### src/rtl/random_delay_generator_pkg.sv
// Shared constants for the pseudo-random back-pressure generator: LFSR taps and defaults.
package random_delay_generator_pkg;

    localparam int unsigned LFSR_W_DEFAULT     = 8;
    localparam logic [7:0]  SEED_DEFAULT       = 8'h01;
    localparam int unsigned DELAY_BITS_DEFAULT = 3;

    // x^8 + x^6 + x^5 + x^4 + 1, Fibonacci form
    localparam int unsigned TAP_0 = 7;
    localparam int unsigned TAP_1 = 5;
    localparam int unsigned TAP_2 = 4;
    localparam int unsigned TAP_3 = 3;

    function automatic logic lfsr_fb(logic [7:0] s);
        return s[TAP_0] ^ s[TAP_1] ^ s[TAP_2] ^ s[TAP_3];
    endfunction

endpackage

### src/rtl/random_delay_generator.sv
// Pseudo-random one-bit back-pressure source: LFSR-loaded down-counter, trigger when it is zero.
module random_delay_generator
    import random_delay_generator_pkg::*;
#(
    parameter int unsigned       LFSR_W     = LFSR_W_DEFAULT,
    parameter logic [LFSR_W-1:0] SEED       = SEED_DEFAULT,
    parameter int unsigned       DELAY_BITS = DELAY_BITS_DEFAULT,
    parameter bit                ENABLE     = 1'b1
) (
    input  logic clk,
    input  logic rst,
    output logic delay_trigger
);

    // An all-zero LFSR would lock up, so an illegal zero seed falls back to 1.
    localparam logic [LFSR_W-1:0] SEED_EFF = (SEED == '0) ? LFSR_W'(1) : SEED;

    logic [LFSR_W-1:0]     lfsr_q, lfsr_d;
    logic [DELAY_BITS-1:0] cnt_q, cnt_d;
    logic                  cnt_zero;

    assign cnt_zero = (cnt_q == '0);

    always_comb begin
        lfsr_d = {lfsr_q[LFSR_W-2:0], lfsr_fb(lfsr_q)};
        cnt_d  = cnt_zero ? lfsr_q[DELAY_BITS-1:0] : cnt_q - DELAY_BITS'(1);
    end

    always_ff @(posedge clk or negedge rst) begin
        if (!rst) begin
            lfsr_q <= SEED_EFF;
            cnt_q  <= '0;
        end else begin
            lfsr_q <= lfsr_d;
            cnt_q  <= cnt_d;
        end
    end

    // With ENABLE off the state is dead logic and the trigger simply follows reset.
    assign delay_trigger = rst & (!ENABLE || cnt_zero);

endmodule

### config.mk
export PLATFORM = sky130hd
export DESIGN_NAME = random_delay_generator
export DESIGN_NICKNAME = d
export VERILOG_FILES = /design/src/rtl/random_delay_generator_pkg.sv /design/src/rtl/random_delay_generator.sv
export SDC_FILE = /design/constraint.sdc
export NUM_CORES = 1
export LEC_CHECK = 0
export ABC_CLOCK_PERIOD_IN_PS = 1210
export BUFFER_PORTS_ARGS = -buffer_cell sky130_fd_sc_hd__buf_2
export CAP_MARGIN = 10
export CORE_AREA = 2 2 39 41
export DETAILED_ROUTE_END_ITERATION = 6
export DIE_AREA = 0 0 41 43
export MAX_ROUTING_LAYER = met4
export PLACE_DENSITY = 0.55
export SLEW_MARGIN = 20
export SYNTH_ARGS = -nofsm -noshare
export SYNTH_HDL_FRONTEND = slang
export SYNTH_SLANG_ARGS = --single-unit
### constraint.sdc
create_clock -name clk -period 1.21 [get_ports clk]
set_input_delay 0.121 -clock clk [delete_from_list [all_inputs] [get_ports clk]]
set_output_delay 0.121 -clock clk [all_outputs]
set_load 0.02 [all_outputs]
# [After elaboration in Yosys (flattened, before gate mapping)]
# Cells that the tools add are included.
[word_totals] reg_bits=11 out_inout_bits=1 wordCells=9
[classes] addsub=1 mux=1 bitwise=4 reduce_logical=1
[ops] op="3-bit logical NOT" n=1
[ops] op="3-bit two-way mux" n=1
[ops] op="3-bit by 1-bit subtractor with 3-bit output, second input constant" n=1
[ops] op="1-bit bitwise XOR" n=3
[ops] op="1-bit bitwise AND" n=1

# [Depth between registers and ports, before layout]
[logic_depth] word_depth=3 ltp_mapped=4

# [Worst setup path after synthesis]
# No wires, ideal clock.
[synth_path] path_kind="register -> output" from="register cnt_q[0]" to="output port delay_trigger" t_arrival_ps=1011 required_time_ps=1089 slack_ps=78 path_stages_with_launch=5 path_buffers=0 path_cell_list="dfrtp_1 > inv_1 > ha_1 > nand2b_4 > nor2_1"
[synth_via] elab_chain_cells=2
[synth_rtl] item="start: declaration" line_no="random_delay_generator.sv:19" rtl="logic [DELAY_BITS-1:0] cnt_q, cnt_d;"
[synth_rtl] item="start signal: assignment" line_no="random_delay_generator.sv:35" rtl="cnt_q <= cnt_d;"
[synth_rtl] item="3-bit logical NOT" line_no="random_delay_generator.sv:22" rtl="assign cnt_zero = (cnt_q == '0);"
[synth_rtl] item="1-bit bitwise AND" line_no="random_delay_generator.sv:40" rtl="assign delay_trigger = rst & (!ENABLE || cnt_zero);"
[synth_rtl] item="end: declaration" line_no="random_delay_generator.sv:12" rtl="output logic delay_trigger"
# No other way between the ends.

# [Worst setup path in the final report]
# Same ends and word-level chain as after synthesis.

==> results.toml <==
[sta]
setup_viol = 1
fin_skew_ps = 1.20
worst_slack_ps = -19.7
maxSlewHeadroom_pct = 88.8
finalHoldViolCount = 0
grt_setup_unrepaired = "yes"
slew_viol_final = 0
tightest_slew_ps = 167
min_period_ps = 1230
max_freq_mhz = 813
period_share_pct = 102

[worst_setup_path]
crit_chain = "inv_2, ha_4, nand2b_4, nor2_4, buf_6"
cp_top_family = "flip-flops"
reg2reg_from = "cnt_q[0]"
criticalPathCategory = "reg -> out"
crit_arrival_ps = 1110
crit_buf_inv = 2
cp-start-kind = "flop"
critical_path_required_ps = 1090
critPathCaptureType = "output pin"
slowest_stage = "dfrtp_1"
path_max_fanout = 2
r2r_slack_ps = 20
worstReg2RegEnd = "cnt_q[0]"
cpPeakStageDelay_ps = 370
ff2ff_path_depth = 5

[drt]
routed_via_density = 4.18
wl_per_cell_microns = 10.7
wl_microns = 589
first_iter_violations = 2
first_pass_iters = 2
drtAntennaViolNets = 0
num_vias = 230
drc = 0

[synth]
ys_seq_area_share_pct = 68.4
synth_cell_type_count = 12
synth.cell_area_sq_um = 404
synthCells = 26
synth_top_area_share_pct = 61.9
yosys.area.top_type = "dfrtp_1"
avgSynthCellArea_sq_um = 15.5
synth.area.top_cells = "dfrtp_1 (62%), dfstp_2 (6.5%), ha_1 (6.2%), mux2i_1 (5.0%), xnor2_1 (4.3%)"
yosys_warnings = 0
ys_ff_latch = 11
syn_nets = 30

[status]
violations = "setup timing"
status = "complete, but fails checks"

[floorplanning]
coreArea_sq_mm = 0.00138
row_count = 14
initial_core_util_pct = 29.2
ioPinCount = 3
die-area_sq_mm = 0.00176
die_h_microns = 43
fp.dieW_microns = 41

[cts]
clock-sinks = 11
cts_tree = "done"
path_clk_slew_ps = 60
clock_latency_ps = 250
clockBufferDepth = 2
cts_buffers = 3
h-tree-depth = 1
root_buffer = "clkbuf_4"

[pwr]
peakVddDrop_mv = 0.577
powerDensity_mw_per_mm2 = 1140
p_leak_nw = 0.273
total_power_w = 0.000623

[finish]
nets = 44
syn2layout_area_growth_pct = 34.7
instances_no_fill = 55
drive_gt1_share_pct = 48.7
diodes = 0

[place]
gp_congestion = 0.677
dp_hpwl_microns = 403
numPortBuffers = 2
post-place-cells = 46

[global_route]
grtUsageTotal_pct = 8.81
grt_max_degree = 12
grt_first_pass_wirelength_microns = 931
grt_remaining_overflow = 0
antenna_found_initial = 0
grt_pass1_vias = 227

[worst_hold_path]
hold_class = "in -> async"

[job]
maxCapViolations = 0
area by class of cell:
cell class                 count  area, sq um
timing repair buffer           9         71.3
inverter                       3         11.3
tap                           16         20.0
sequential                    11          277
multi-input combinational     12          139
clock buffer                   4         26.3
fill                         143          840
tightest hold or removal path, cell delays in order:
cell and delay, ps:
dlygate4sd3_1 510, buf_2 110, buf_4 180
synth_stat cells:
cell type	n
xnor2_1	2
dfstp_2	1
a21oi_1	1
nor2_1	1
inv_1	3
mux2i_1	2
nor3b_1	1
ha_1	2
xor2_1	1
mux2_4	1
dfrtp_1	10
nand2b_4	1
metrics by stage:
step	setup TNS [ps]	hold slack (ps)	cell area, sq um	worst slack [ps]	util (%)
2_1_floorplan	0	-175	404	77.7	-
3_3_place_gp	0	53.4	449	65.8	32.5
3_5_place_dp	0	64.9	449	20.9	32.5
4_1_cts	-70.4	314	523	-70.4	37.8
5_1_grt	-101	350	544	-82.7	39.3
6_report	-19.7	323	544	-19.7	39.3
logic make-up (layout without fill, tap and decap cells):
group                    count (synthesis)  count (layout)  synth area share [%]
flip-flops                              11              11                  68.4
XOR/XNOR                                 3               3                  6.50
AND/OR/NAND/NOR                          3               3                  6.19
adder cells (fa/ha/maj)                  2               2                  6.19
AO/OA/AOI/OAI                            1               1                  1.24
buffers and inverters                    3              16                  2.79
multiplexers                             3               3                  8.67
cells in the final DEF (no fill, tap or decap), drive strengths merged:
cell         count
dfrtp           10
buf              8
clkbuf           4
inv              3
xnor2            2
mux2i            2
ha               2
nand2b           1
nor3b            1
a21oi            1
mux2             1
nor2             1
xor2             1
dlygate4sd3      1
dfstp            1
repair_timing:
item	4_1_cts	5_1_grt
hold buffers	1	0
endpoints found under the hold margin	11	0
pin swaps	2	2
endpoints found under the setup margin	1	2
setup buffers	3	1
gates resized for setup	5	4
how the worst max path moves through the flow:
stage	start	end	slack (ps)	cells after the start
CTS	cnt_q[1]	delay_trigger	-70	5
detailed placement	cnt_q[1]	cnt_q[0]	20	4
global placement	cnt_q[0]	cnt_q[0]	70	4
finish	cnt_q[0]	delay_trigger	-20	5
global route	cnt_q[0]	delay_trigger	-80	5
floorplan	cnt_q[0]	delay_trigger	80	4
report_power, final:
part	internal, W	switching, W
Clock	0.000127	0.000105
Combinational	0.0000105	0.0000128
Sequential	0.000368	0
state kept, by name, indices dropped and copies added (netlist names):
signal,flops
cnt_q,3
lfsr_q,8
metal layers:
layer | up-vias | wire length (microns) | GRT usage, %
li1 | 109 | - | -
met1 | 118 | 237 | 10.2
met2 | 3 | 327 | 12.2
met3 | 0 | 24 | 3.14
met4 | 0 | 0 | 6.00
met5 | - | 0 | -
Power figures use the tool's default switching activity.
